[config.mk]
export PLATFORM = sky130hd
export DESIGN_NAME = count_event_monitor_flat
export DESIGN_NICKNAME = d
export VERILOG_FILES = /design/src/rtl/count_event_monitor_if.sv /design/src/rtl/count_event_monitor.sv /design/src/flat_wrapper.sv
export SDC_FILE = /design/constraint.sdc
export NUM_CORES = 1
export LEC_CHECK = 0
export CAP_MARGIN = 25
export CORE_UTILIZATION = 52
export CTS_BUF_LIST = sky130_fd_sc_hd__clkbuf_8
export CTS_CLUSTER_SIZE = 24
export DETAILED_ROUTE_END_ITERATION = 10
export MAX_ROUTING_LAYER = met4
export PLACE_DENSITY = 0.89
export SYNTH_ARGS = -nofsm -noshare
export SYNTH_HDL_FRONTEND = slang
export SYNTH_SLANG_ARGS = --single-unit
export TNS_END_PERCENT = 1
[constraint.sdc]
create_clock -name clk -period 2.96 [get_ports clk]
set_input_delay 0.888 -clock clk [delete_from_list [all_inputs] [get_ports clk]]
set_output_delay 0.888 -clock clk [all_outputs]
set_load 0.01 [all_outputs]
[src/rtl/count_event_monitor_if.sv]
// Bundle between the up/down counter side (master) and the count event monitor (slave).
// The master supplies the sampled count and the clear request, and observes the event flags.
interface count_event_monitor_if #(
  parameter int WIDTH  = 4,
  parameter int WRAP_W = 8
) ();
  logic [WIDTH-1:0]  count_in;
  logic              clr;
  logic              ovf;
  logic              unf;
  logic              jump;
  logic [1:0]        dir_state;
  logic [WRAP_W-1:0] wrap_cnt;
  logic              alarm;

  modport master (
    output count_in, clr,
    input  ovf, unf, jump, dir_state, wrap_cnt, alarm
  );

  modport slave (
    input  count_in, clr,
    output ovf, unf, jump, dir_state, wrap_cnt, alarm
  );
endinterface

[src/rtl/count_event_monitor.sv]
// Observes an up/down counter's count bus and classifies each transition as
// step up, step down, hold or jump. It flags wraps, tracks direction and raises a sticky alarm.
module count_event_monitor #(
  parameter int WIDTH      = 4,
  parameter int WRAP_W     = 8,
  parameter int WRAP_LIMIT = 3
) (
  input  logic                 clk,
  input  logic                 rst,
  count_event_monitor_if.slave bus
);

  localparam logic [1:0]        ST_INIT  = 2'b00;
  localparam logic [1:0]        ST_HOLD  = 2'b01;
  localparam logic [1:0]        ST_UP    = 2'b10;
  localparam logic [1:0]        ST_DOWN  = 2'b11;
  localparam logic [WIDTH-1:0]  MAX_Q    = '1;
  localparam logic [WIDTH-1:0]  ONE_Q    = 1;
  localparam logic [WRAP_W-1:0] WRAP_MAX = '1;
  localparam logic [WRAP_W-1:0] WRAP_ONE = 1;
  localparam logic [WRAP_W-1:0] LIMIT    = WRAP_LIMIT[WRAP_W-1:0];

  logic [WIDTH-1:0]  r_prev_q;
  logic [1:0]        r_state;
  logic              r_ovf;
  logic              r_unf;
  logic              r_jump;
  logic [WRAP_W-1:0] r_wrap_cnt;
  logic              r_alarm;

  logic [WIDTH-1:0]  w_inc;
  logic [WIDTH-1:0]  w_dec;
  logic [1:0]        w_next_state;
  logic              w_ovf;
  logic              w_unf;
  logic              w_jump;
  logic [WRAP_W-1:0] w_wrap_next;

  // The wrap counter sticks at all-ones instead of rolling back to zero.
  function automatic logic [WRAP_W-1:0] sat_inc(input logic [WRAP_W-1:0] v);
    return (v == WRAP_MAX) ? v : v + WRAP_ONE;
  endfunction

  assign w_inc = r_prev_q + ONE_Q;
  assign w_dec = r_prev_q - ONE_Q;

  // Classify the newly sampled count against the previous sample.
  always_comb begin
    w_next_state = r_state;
    w_ovf        = 1'b0;
    w_unf        = 1'b0;
    w_jump       = 1'b0;
    if (r_state == ST_INIT) begin
      w_next_state = ST_HOLD;
    end else if (bus.count_in == w_inc) begin
      w_next_state = ST_UP;
      w_ovf        = (r_prev_q == MAX_Q);
    end else if (bus.count_in == w_dec) begin
      w_next_state = ST_DOWN;
      w_unf        = (r_prev_q == '0);
    end else if (bus.count_in == r_prev_q) begin
      w_next_state = ST_HOLD;
    end else begin
      // A load gives no direction information.
      w_next_state = ST_HOLD;
      w_jump       = 1'b1;
    end
  end

  assign w_wrap_next = (w_ovf | w_unf) ? sat_inc(r_wrap_cnt) : r_wrap_cnt;

  // Register stage: clr clears the statistics and the pulses; the sample history and the FSM keep running.
  always_ff @(posedge clk) begin
    if (rst) begin
      r_prev_q   <= '0;
      r_state    <= ST_INIT;
      r_ovf      <= 1'b0;
      r_unf      <= 1'b0;
      r_jump     <= 1'b0;
      r_wrap_cnt <= '0;
      r_alarm    <= 1'b0;
    end else begin
      r_prev_q <= bus.count_in;
      r_state  <= w_next_state;
      if (bus.clr) begin
        r_ovf      <= 1'b0;
        r_unf      <= 1'b0;
        r_jump     <= 1'b0;
        r_wrap_cnt <= '0;
        r_alarm    <= 1'b0;
      end else begin
        r_ovf      <= w_ovf;
        r_unf      <= w_unf;
        r_jump     <= w_jump;
        r_wrap_cnt <= w_wrap_next;
        if (w_wrap_next >= LIMIT) r_alarm <= 1'b1;
      end
    end
  end

  assign bus.ovf       = r_ovf;
  assign bus.unf       = r_unf;
  assign bus.jump      = r_jump;
  assign bus.dir_state = r_state;
  assign bus.wrap_cnt  = r_wrap_cnt;
  assign bus.alarm     = r_alarm;

endmodule

[src/flat_wrapper.sv]
// flat-port wrapper written by rule: the top's interface ports become plain ports
module count_event_monitor_flat 
#(
  parameter int WIDTH      = 4,
  parameter int WRAP_W     = 8,
  parameter int WRAP_LIMIT = 3
)
  (clk, rst, bus_count_in, bus_clr, bus_ovf, bus_unf, bus_jump, bus_dir_state, bus_wrap_cnt, bus_alarm);
  count_event_monitor_if #(.WIDTH(WIDTH), .WRAP_W(WRAP_W)) bus_i ();
  input  logic clk;
  input  logic rst;
  input wire logic [$bits(bus_i.count_in)-1:0] bus_count_in;
  input wire logic [$bits(bus_i.clr)-1:0] bus_clr;
  output wire logic [$bits(bus_i.ovf)-1:0] bus_ovf;
  output wire logic [$bits(bus_i.unf)-1:0] bus_unf;
  output wire logic [$bits(bus_i.jump)-1:0] bus_jump;
  output wire logic [$bits(bus_i.dir_state)-1:0] bus_dir_state;
  output wire logic [$bits(bus_i.wrap_cnt)-1:0] bus_wrap_cnt;
  output wire logic [$bits(bus_i.alarm)-1:0] bus_alarm;
  assign bus_i.count_in = bus_count_in;
  assign bus_i.clr = bus_clr;
  assign bus_ovf = bus_i.ovf;
  assign bus_unf = bus_i.unf;
  assign bus_jump = bus_i.jump;
  assign bus_dir_state = bus_i.dir_state;
  assign bus_wrap_cnt = bus_i.wrap_cnt;
  assign bus_alarm = bus_i.alarm;
  count_event_monitor #(.WIDTH(WIDTH), .WRAP_W(WRAP_W), .WRAP_LIMIT(WRAP_LIMIT)) u_core (.clk(clk), .rst(rst), .bus(bus_i));
endmodule
Word level (Yosys, flattened, before mapping). Index checks and enable logic that the tools add are counted.

Register bits: 18. Bits in latches: 0. Bits in writable memories: 0. Memory bits (read-only): 0. Input port bits: 7. Memories kept: 0.

Add/sub/neg operators: 3. $mul: 0. Div/mod/pow operators: 0. Magnitude comparators: 1. Equality and inequality tests: 5. Shifts and indexed selects: 0. Muxes and demuxes: 11. Bitwise operators: 1. Reduce and logical (&&, ||, !) cells: 5.

Operators with widths (count): two-way mux 8 bit (2); == test 4 bit (3); adder 8 x 1 -> 8 bit (second input constant) (1); == test 8 bit (second input constant) (1); greater-or-equal comparator 8 x 2 -> 1 bit (second input constant) (1); two-way mux 1 bit (7); OR reduction 5 bit (1); adder 4 x 1 -> 4 bit (second input constant) (1); == test 4 bit (second input constant) (1); logical NOT 4 bit (1); two-way mux 2 bit (2); OR reduction 2 bit (2); subtractor 4 x 1 -> 4 bit (second input constant) (1); logical NOT 2 bit (1); bitwise OR 1 bit (1).

Depth between registers and ports, before layout. Gate-level depths: netlist (run 1).

Depth after elaboration: 8. Depth in mapped cells: 10.

Worst setup path before layout (run 1). No wires, ideal clock.

Path type: input port to flip-flop. Start point: input port bus_count_in[3]. End point: register u_core.r_alarm, in the netlist u_core.bus.alarm. Setup time: 0.133 ns. Arrival time: 2.348 ns. Required time: 2.827 ns. Setup slack: 0.480 ns. Stages on the path: 8. Buffers on the path: 1. Path through: xor2_2 -> a211oi_1 -> nor4_2 -> or2_1 -> buf_6 -> a221o_1 -> a22oi_2 -> a31oi_1.

Longest elaborated chain between the ends: 7. Elaborated cells on any way between the ends: 10. Classes of those cells: 1 x order compare; 2 x eq/ne; 6 x mux; 1 x bitwise.

Ends and longest elaborated chain: from (decl) (line flat_wrapper.sv:12) `input wire logic [$bits(bus_i.count_in)-1:0] bus_count_in;`; == test 4 bit (line count_event_monitor.sv:58) `end else if (bus.count_in == w_dec) begin`; two-way mux 1 bit (line count_event_monitor.sv:58); two-way mux 1 bit (line count_event_monitor.sv:55) `end else if (bus.count_in == w_inc) begin`; two-way mux 1 bit (line count_event_monitor.sv:53) `if (r_state == ST_INIT) begin`; bitwise OR 1 bit * (line count_event_monitor.sv:70) `assign w_wrap_next = (w_ovf | w_unf) ? sat_inc(r_wrap_cnt) : r_wrap_cnt;`; two-way mux 8 bit * (line count_event_monitor.sv:70); greater-or-equal comparator 8 x 2 -> 1 bit * (line count_event_monitor.sv:96) `if (w_wrap_next >= LIMIT) r_alarm <= 1'b1;`; to (signal assigned) (line count_event_monitor.sv:81) `r_alarm <= 1'b0;`; to (signal assigned) (line count_event_monitor.sv:90) `r_alarm <= 1'b0;`; to (signal assigned) (line count_event_monitor.sv:96); to (decl) (line count_event_monitor.sv:29) `logic r_alarm;`.

Mark *: on every way between the ends. The rest lies on a longest branch, timed or not. A chain may end at the register's enable or synchronous reset.

Worst setup path in the final report (run 1). Same ends and word-level chain as after synthesis.

==> flow_summary.json, run 1 <==
{
  "status": "finished, final reports clean",
  "yosys_warnings": 0,
  "syn_area_um2": 997,
  "pwr-share-seq": 0.483,
  "regToRegSetupSlack_ns": 0.65,
  "crit_fanout": 7,
  "clock_insertion_delay_worst_skew_ns": 0.26,
  "arrival_ns": 2.88,
  "grt-ovfl-total": 0,
  "yosysMostFrequentCell": "dfxtp_1",
  "via_count": 900,
  "min_to": "u_core.bus.dir_state[1]$_SDFF_PP0_",
  "setup_viol": 0,
  "synth_edf_count": 0,
  "r2r_cells": 9,
  "cts_buffers": 3,
  "hold_viol_final": 0,
  "ys_types": 34,
  "tightest_slew_ns": 0.363,
  "reg2reg_to": "u_core.bus.alarm$_SDFFE_PP0P_",
  "die_area_um2": 2100,
  "cap_violations": 0,
  "rr_startpoint": "u_core.r_prev_q[1]$_SDFF_PP0_",
  "grt_first_pass_wirelength_um": 3710,
  "first_pass_iters": 4,
  "die_x_um": 45.8,
  "finalCritPeriodShare": 0.929,
  "holdCritStartpoint": "u_core.bus.dir_state[0]$_SDFF_PP0_",
  "grt_max_degree": 13,
  "drv_slew": 0,
  "synth_fp_nets": 124,
  "peakVddDrop_uv": 492,
  "path_class": "input pin to flip-flop",
  "swShare": 0.238,
  "synth_top_area_share": 0.361,
  "grt_pass1_vias": 869,
  "cts.sink_count": 18,
  "cts_hold_buf": 0,
  "cts_tree": "built",
  "root_buffer": "clkbuf_8",
  "finalWirelength_um": 2170,
  "synthTopCellsByArea": "dfxtp_1 (36%), xor2_1 (7.0%), nor2b_1 (5.6%), ha_1 (5.0%), nor2_1 (4.1%)",
  "place_ws_ns": -0.0465,
  "drc": 0,
  "p_int_mw": 0.399,
  "postRouteAntennaNets": 0,
  "ys_ff_latch": 18,
  "die_y_um": 45.8,
  "clock_path_buffers": 2,
  "fmax_mhz": 364,
  "nNetsFinal": 147,
  "min_period_ns": 2.75,
  "grt_usage": 0.261,
  "routedWlPerCell_um": 13.6,
  "slew_headroom": 0.756,
  "io_buffers": 20,
  "start_util": 0.565,
  "layout-drive-gt1-share": 0.104,
  "clk_pin_slew_worst_paths_ns": 0.07,
  "whs_ns": 0.552,
  "post-cts-setup-buffers": 0,
  "synth_common_cells": "dfxtp_1 (18), nor2_1 (11), nor2b_1 (9)",
  "async_flop_share": 0,
  "rsz0062_at_grt": "false",
  "pwr-share-comb": 0.127,
  "power_mw": 0.524,
  "n_antenna_cell": 0,
  "cp_data_required_time_ns": 3.10,
  "num_rows": 15,
  "yosysSeqAreaShare": 0.361,
  "viasPerCell": 5.63,
  "htreeDepth": 1,
  "area_growth_pct": 28.0,
  "switchingPower_mw": 0.125,
  "ctsResizeCount": 0,
  "grt_antenna_before_repair": 0,
  "p_leak_nw": 0.467,
  "dr.first_iter.drc_count": 26,
  "powerDensity_nw_per_um2": 410,
  "coreArea_um2": 1760,
  "skew_ns": 0.00322,
  "synth_area_per_cell_um2": 8.82,
  "hold_path_depth": 2,
  "io_pins": 21,
  "synth-main-ff-cell": "dfxtp_1",
  "synth_top_area_cell": "dfxtp_1",
  "place_congestion": 0.942,
  "synthCells": 113,
  "setup_ws_ns": 0.211,
  "setup.worst_path.end_class": "flip-flop",
  "clockPowerShare": 0.389,
  "dp_hpwl_um": 1690,
  "cp-start-kind": "input pin",
  "min_path_type": "flip-flop to flip-flop"
}
[metal layers]
layer  vias up  global-route usage  wire length [µm]
met5         -                   -                 0
li1        447                   -                 -
met4         0               0.159                81
met3        11              0.0516                71
met2        27               0.437              1140
met1       415               0.282               879
[worst max-delay path by stage]
| stage | cells after the start | endpoint | slack (ns) | startpoint |
|---|---|---|---|---|
| 2_1_floorplan | 8 | u_core.bus.alarm$_SDFFE_PP0P_ | 0.48 | bus_count_in[3] |
| 3_3_place_gp | 8 | u_core.bus.alarm$_SDFFE_PP0P_ | 0.07 | bus_count_in[3] |
| 4_1_cts | 9 | u_core.bus.alarm$_SDFFE_PP0P_ | 0.20 | bus_count_in[3] |
| 3_5_place_dp | 8 | u_core.bus.alarm$_SDFFE_PP0P_ | -0.05 | bus_count_in[3] |
| 6_report | 9 | u_core.bus.alarm$_SDFFE_PP0P_ | 0.21 | bus_count_in[3] |
| 5_1_grt | 9 | u_core.bus.alarm$_SDFFE_PP0P_ | 0.08 | bus_count_in[3] |
[stage by stage]
stage	instances	cell area (µm²)	setup TNS, ns	utilization
2_1_floorplan	113	997	0	-
3_3_place_gp	156	1220	0	0.692
3_5_place_dp	156	1220	-0.0465	0.692
4_1_cts	160	1280	0	0.723
5_1_grt	160	1280	0	0.723
6_report	160	1280	0	0.723
[worst max-delay path, stage by stage]
cell and delay, ns:
clkdlybuf4s50_1 0.52, xor2_2 0.22, a211oi_1 0.11, nor4_2 0.39, or2_1 0.18, buf_4 0.15
o21ai_0 0.12, a22oi_2 0.21, a31oi_1 0.11
[cell families (layout without fill, tap and decap cells)]
logic type / count (synthesis) / count (layout) / synth area share
AND/OR/NAND/NOR: 55 / 55 / 0.317
flip-flops: 18 / 18 / 0.361
AO/OA/AOI/OAI: 14 / 14 / 0.0953
XOR/XNOR: 13 / 13 / 0.122
buffers and inverters: 7 / 29 / 0.0339
adder cells (fa/ha/maj): 4 / 4 / 0.0502
multiplexers: 2 / 2 / 0.0201
[layout by cell type, fill, tap and decap left out, types with 3 or more instances in the layout]
| cell type | instances |
|---|---|
| clkdlybuf4s50_1 | 20 |
| dfxtp_1 | 18 |
| nor2_1 | 11 |
| nor2b_1 | 9 |
| xor2_1 | 8 |
| nor3_1 | 6 |
| nand3_1 | 6 |
| xnor2_1 | 4 |
| nand4_1 | 4 |
| nor4_1 | 4 |
| ha_1 | 4 |
| clkbuf_8 | 4 |
| inv_1 | 3 |
| nand2_1 | 3 |
| a21oi_1 | 3 |
| o21ai_0 | 3 |
[state kept, by name, summed over array words and instances (netlist names)]
register and flops:
u_core.bus.alarm 1, u_core.bus.ovf 1, u_core.bus.jump 1, u_core.bus.unf 1, u_core.r_prev_q 4, u_core.bus.dir_state 2, u_core.bus.wrap_cnt 8
[area by class of cell]
| class | instances | area [µm²] |
|---|---|---|
| clock buffer | 4 | 55.1 |
| fill | 150 | 488 |
| inverter | 3 | 11.3 |
| multi-input combinational | 88 | 603 |
| sequential | 18 | 360 |
| tap | 25 | 31.3 |
| timing repair buffer | 22 | 215 |
[power by group through the flow]
| stage | clock (mW) | sequential [mW] | combinational (mW) |
|---|---|---|---|
| after floorplan | 0 | 0.259 | 0.0407 |
| after global placement | 0 | 0.258 | 0.0634 |
| final | 0.204 | 0.253 | 0.0667 |
| after global routing | 0.214 | 0.254 | 0.0742 |
| after CTS | 0.206 | 0.253 | 0.0662 |
| after detailed placement | 0 | 0.259 | 0.0660 |
(Power assumes the default switching activity.)
==> run 2: changes to the inputs <==
--- a/config.mk
+++ b/config.mk
@@ -6,6 +6,7 @@
 export NUM_CORES = 1
 export LEC_CHECK = 0
 export CAP_MARGIN = 25
+export CORE_ASPECT_RATIO = 0.7
 export CORE_UTILIZATION = 52
 export CTS_BUF_LIST = sky130_fd_sc_hd__clkbuf_8
 export CTS_CLUSTER_SIZE = 24
==> flow_summary.json, run 2 (synthesized netlist as in run 1, its figures left out) <==
{
  "status": "finished, final reports clean",
  "place_congestion": 0.905,
  "n_antenna_cell": 0,
  "drv_slew": 0,
  "dp_hpwl_um": 1730,
  "via_count": 914,
  "clock_path_buffers": 2,
  "cap_violations": 0,
  "fmax_mhz": 364,
  "die_y_um": 38.6,
  "min_path_type": "flip-flop to flip-flop",
  "switchingPower_mw": 0.125,
  "cts.sink_count": 18,
  "num_rows": 12,
  "io_pins": 21,
  "routedWlPerCell_um": 14.5,
  "clk_pin_slew_worst_paths_ns": 0.07,
  "crit_fanout": 4,
  "root_buffer": "clkbuf_8",
  "setup_ws_ns": 0.212,
  "skew_ns": 0.00189,
  "min_period_ns": 2.75,
  "htreeDepth": 1,
  "coreArea_um2": 1680,
  "dr.first_iter.drc_count": 45,
  "whs_ns": 0.552,
  "io_buffers": 20,
  "drc": 0,
  "peakVddDrop_uv": 399,
  "grtUsageMet3": 0.0941,
  "hold_viol_final": 0,
  "power_mw": 0.523,
  "grt_first_pass_wirelength_um": 3910,
  "setup_viol": 0,
  "tightest_slew_ns": 0.365,
  "use_met1": 0.357,
  "cts_buffers": 3,
  "swShare": 0.238,
  "postRouteAntennaNets": 0,
  "post-cts-setup-buffers": 0,
  "grt_usage": 0.277,
  "pwr-share-comb": 0.129,
  "place_area_um2": 1220,
  "cp_data_required_time_ns": 3.10,
  "nNetsFinal": 147,
  "p_leak_nw": 0.467,
  "grt_antenna_before_repair": 0,
  "grt-ovfl-total": 0,
  "setup.worst_path.end_class": "flip-flop",
  "finalCritPeriodShare": 0.928,
  "rsz0062_at_grt": "false",
  "p_int_mw": 0.399,
  "cp-start-kind": "input pin",
  "viasPerCell": 5.86,
  "powerDensity_nw_per_um2": 412,
  "met2_usage": 0.390,
  "area_growth_pct": 27.5,
  "layout-drive-gt1-share": 0.104,
  "path_class": "input pin to flip-flop",
  "die_x_um": 54.3,
  "slew_headroom": 0.755,
  "finalWirelength_um": 2260,
  "final_util": 0.756,
  "grt_busiest_layer": "met2",
  "die_area_um2": 2100,
  "start_util": 0.593,
  "arrival_ns": 2.89,
  "cts_tree": "built",
  "cts_hold_buf": 0,
  "clockPowerShare": 0.387,
  "largest_register_ff_count": 8,
  "place_ws_ns": -0.0320,
  "stdcell_area_um2": 1270,
  "nFillCells": 121,
  "grt_max_degree": 13,
  "pwr-share-seq": 0.484,
  "layout_commonest_cell": "clkdlybuf4s50_1",
  "grt_pass1_vias": 867,
  "clock_insertion_delay_worst_skew_ns": 0.26,
  "ctsResizeCount": 0,
  "first_pass_iters": 4,
  "layout_common_cells": "clkdlybuf4s50_1 (20), dfxtp_1 (18), nor2_1 (11)"
}
-- run 2: critical path: stages --
cell             delay [ns]
clkdlybuf4s50_1        0.51
xor2_2                 0.24
a211oi_1               0.12
nor4_2                 0.37
o21ai_1                0.19
buf_4                  0.19
nor2_1                 0.15
xnor2_1                0.15
nor2_1                 0.07
-- run 2: final timing paths --
path,startpoint,endpoint,slack [ns],cells past startpoint
worst max register to register,u_core.r_prev_q[0]$_SDFF_PP0_,u_core.bus.wrap_cnt[3]$_SDFF_PP0_,0.59,9
worst min register to register,u_core.bus.dir_state[0]$_SDFF_PP0_,u_core.bus.dir_state[1]$_SDFF_PP0_,0.55,2
worst max-delay path,bus_count_in[3],u_core.bus.wrap_cnt[3]$_SDFF_PP0_,0.21,9
worst min-delay path,u_core.bus.dir_state[0]$_SDFF_PP0_,u_core.bus.dir_state[1]$_SDFF_PP0_,0.55,2
-- run 2: area by class of cell --
class	count	area (µm²)	share of cell area
timing repair buffer	22	215	0.169
multi-input combinational	88	603	0.474
inverter	3	11.3	0.00886
sequential	18	360	0.283
clock buffer	4	55.1	0.0433
tap	21	26.3	0.0207
-- run 2: power groups by stage --
| stage | combinational, mW | sequential (mW) | clock, mW |
|---|---|---|---|
| after floorplan | 0.0407 | 0.259 | 0 |
| after global placement | 0.0643 | 0.258 | 0 |
| after detailed placement | 0.0665 | 0.259 | 0 |
| after CTS | 0.0670 | 0.253 | 0.205 |
| after global routing | 0.0731 | 0.254 | 0.215 |
| final | 0.0676 | 0.253 | 0.202 |
-- run 2: layer usage --
layer | vias up | wire length (µm)
met5 | - | 0
met4 | 0 | 40
met3 | 6 | 179
met2 | 51 | 987
met1 | 415 | 1050
li1 | 442 | -
-- run 2: metrics by stage --
stage	setup TNS, ns	instances
4_1_cts	0	156
3_5_place_dp	-0.0396	152
3_3_place_gp	0	152
2_1_floorplan	0	113
6_report	0	156
5_1_grt	0	156
==> run 3: changes to the inputs <==
--- a/config.mk
+++ b/config.mk
@@ -11,6 +11,7 @@
 export CTS_BUF_LIST = sky130_fd_sc_hd__clkbuf_8
 export CTS_CLUSTER_SIZE = 24
 export DETAILED_ROUTE_END_ITERATION = 10
+export GPL_TIMING_DRIVEN = 0
 export MAX_ROUTING_LAYER = met4
 export PLACE_DENSITY = 0.89
 export SYNTH_ARGS = -nofsm -noshare
==> flow_summary.json, run 3 (synthesized netlist as in run 1, its figures left out) <==
{
  "slew_headroom": 0.647,
  "drv_slew": 0,
  "dr.first_iter.drc_count": 49,
  "postRouteAntennaNets": 0,
  "grt_max_degree": 11,
  "io_pins": 21,
  "die_x_um": 54.3,
  "grt_first_pass_wirelength_um": 4250,
  "swShare": 0.248,
  "viasPerCell": 6.12,
  "cts_hold_buf": 0,
  "coreArea_um2": 1680,
  "status": "finished, final reports clean",
  "grt_usage": 0.311,
  "cap_violations": 0,
  "io_buffers": 20,
  "die_area_um2": 2100,
  "pwr-share-comb": 0.142,
  "setup.worst_path.end_class": "flip-flop",
  "power_mw": 0.533,
  "cp_data_required_time_ns": 3.09,
  "clk_pin_slew_worst_paths_ns": 0.07,
  "finalCritPeriodShare": 0.999,
  "stdcell_area_um2": 1310,
  "min_path_type": "flip-flop to flip-flop",
  "fmax_mhz": 338,
  "p_leak_nw": 0.473,
  "clock_path_buffers": 2,
  "area_growth_pct": 31.5,
  "place_area_um2": 1220,
  "drc": 0,
  "dp_hpwl_um": 1920,
  "nNetsFinal": 149,
  "min_period_ns": 2.96,
  "tightest_slew_ns": 0.526,
  "powerDensity_nw_per_um2": 407,
  "num_rows": 12,
  "cts.sink_count": 18,
  "clockPowerShare": 0.380,
  "grt_antenna_before_repair": 0,
  "setup_viol": 0,
  "n_antenna_cell": 0,
  "path_class": "input pin to flip-flop",
  "hold_viol_final": 0,
  "die_y_um": 38.6,
  "skew_ns": 0.000510,
  "first_pass_iters": 4,
  "nFillCells": 125,
  "layout-drive-gt1-share": 0.102,
  "clock_insertion_delay_worst_skew_ns": 0.25,
  "start_util": 0.593,
  "p_int_mw": 0.401,
  "via_count": 967,
  "final_util": 0.780,
  "switchingPower_mw": 0.132,
  "setup_ws_ns": 0.00222,
  "cts_tree": "built",
  "cts_buffers": 3,
  "root_buffer": "clkbuf_8",
  "grt_pass1_vias": 890,
  "pwr-share-seq": 0.478,
  "layout_commonest_cell": "clkdlybuf4s50_1",
  "place_ws_ns": -0.254,
  "routedWlPerCell_um": 16.8,
  "cp-start-kind": "input pin",
  "r2r_cells": 9,
  "largest_register_ff_count": 8,
  "hold_path_depth": 2,
  "finalWirelength_um": 2650,
  "place_congestion": 0.886,
  "crit_fanout": 8,
  "whs_ns": 0.588,
  "peakVddDrop_uv": 410,
  "grt-ovfl-total": 0,
  "htreeDepth": 1,
  "arrival_ns": 3.08,
  "layout_common_cells": "clkdlybuf4s50_1 (20), dfxtp_1 (18), nor2_1 (11)"
}
## run 3: power groups by stage
stage               registers [mW]  logic, mW  clock network [mW]
floorplan                    0.259     0.0407                   0
global placement             0.259     0.0640                   0
detailed placement           0.259     0.0668                   0
CTS                          0.254     0.0675               0.205
global route                 0.255     0.0824               0.217
finish                       0.255     0.0759               0.203
## run 3: layout make-up
cell class,instances,area (µm²),area share
plain buffers,4,22.5,0.0172
flip-flops and latches,18,360,0.275
clock buffers,4,55.1,0.0420
well taps,21,26.3,0.0200
repair buffers,20,200,0.153
inverters,3,11.3,0.00859
multi-input cells,88,636,0.485
## run 3: repair_timing
action | 4_1_cts | 5_1_grt
gates resized for setup | 0 | 4
setup endpoints to repair | 0 | 2
setup buffers | 0 | 0
## run 3: critical path: stages
cell and delay (ns):
clkdlybuf4s50_1 0.56, xor2_4 0.27, xnor2_1 0.14, and4b_4 0.21, or2_1 0.24, buf_6 0.14
a221o_1 0.32, a22oi_2 0.21, a31oi_1 0.11
## run 3: worst paths after layout
kind	slack [ns]	endpoint	start
hold / removal	0.59	u_core.bus.dir_state[1]$_SDFF_PP0_	u_core.bus.dir_state[0]$_SDFF_PP0_
setup reg to reg	0.38	u_core.bus.alarm$_SDFFE_PP0P_	u_core.r_prev_q[0]$_SDFF_PP0_
hold reg to reg	0.59	u_core.bus.dir_state[1]$_SDFF_PP0_	u_core.bus.dir_state[0]$_SDFF_PP0_
setup / recovery	0.002	u_core.bus.alarm$_SDFFE_PP0P_	bus_count_in[3]
## run 3: stage by stage
| step | setup TNS [ns] | cells |
|---|---|---|
| floorplan | 0 | 113 |
| global placement | -0.174 | 154 |
| detailed placement | -0.508 | 154 |
| CTS | 0 | 158 |
| global route | -0.00685 | 158 |
| finish | 0 | 158 |
## run 3: per-layer routing
layer | global-route usage | share of wire | up-vias
met3 | 0.0941 | 0.092 | 10
met2 | 0.457 | 0.47 | 56
li1 | - | - | 450
met5 | - | 0 | -
met1 | 0.405 | 0.42 | 451
met4 | 0.109 | 0.025 | 0
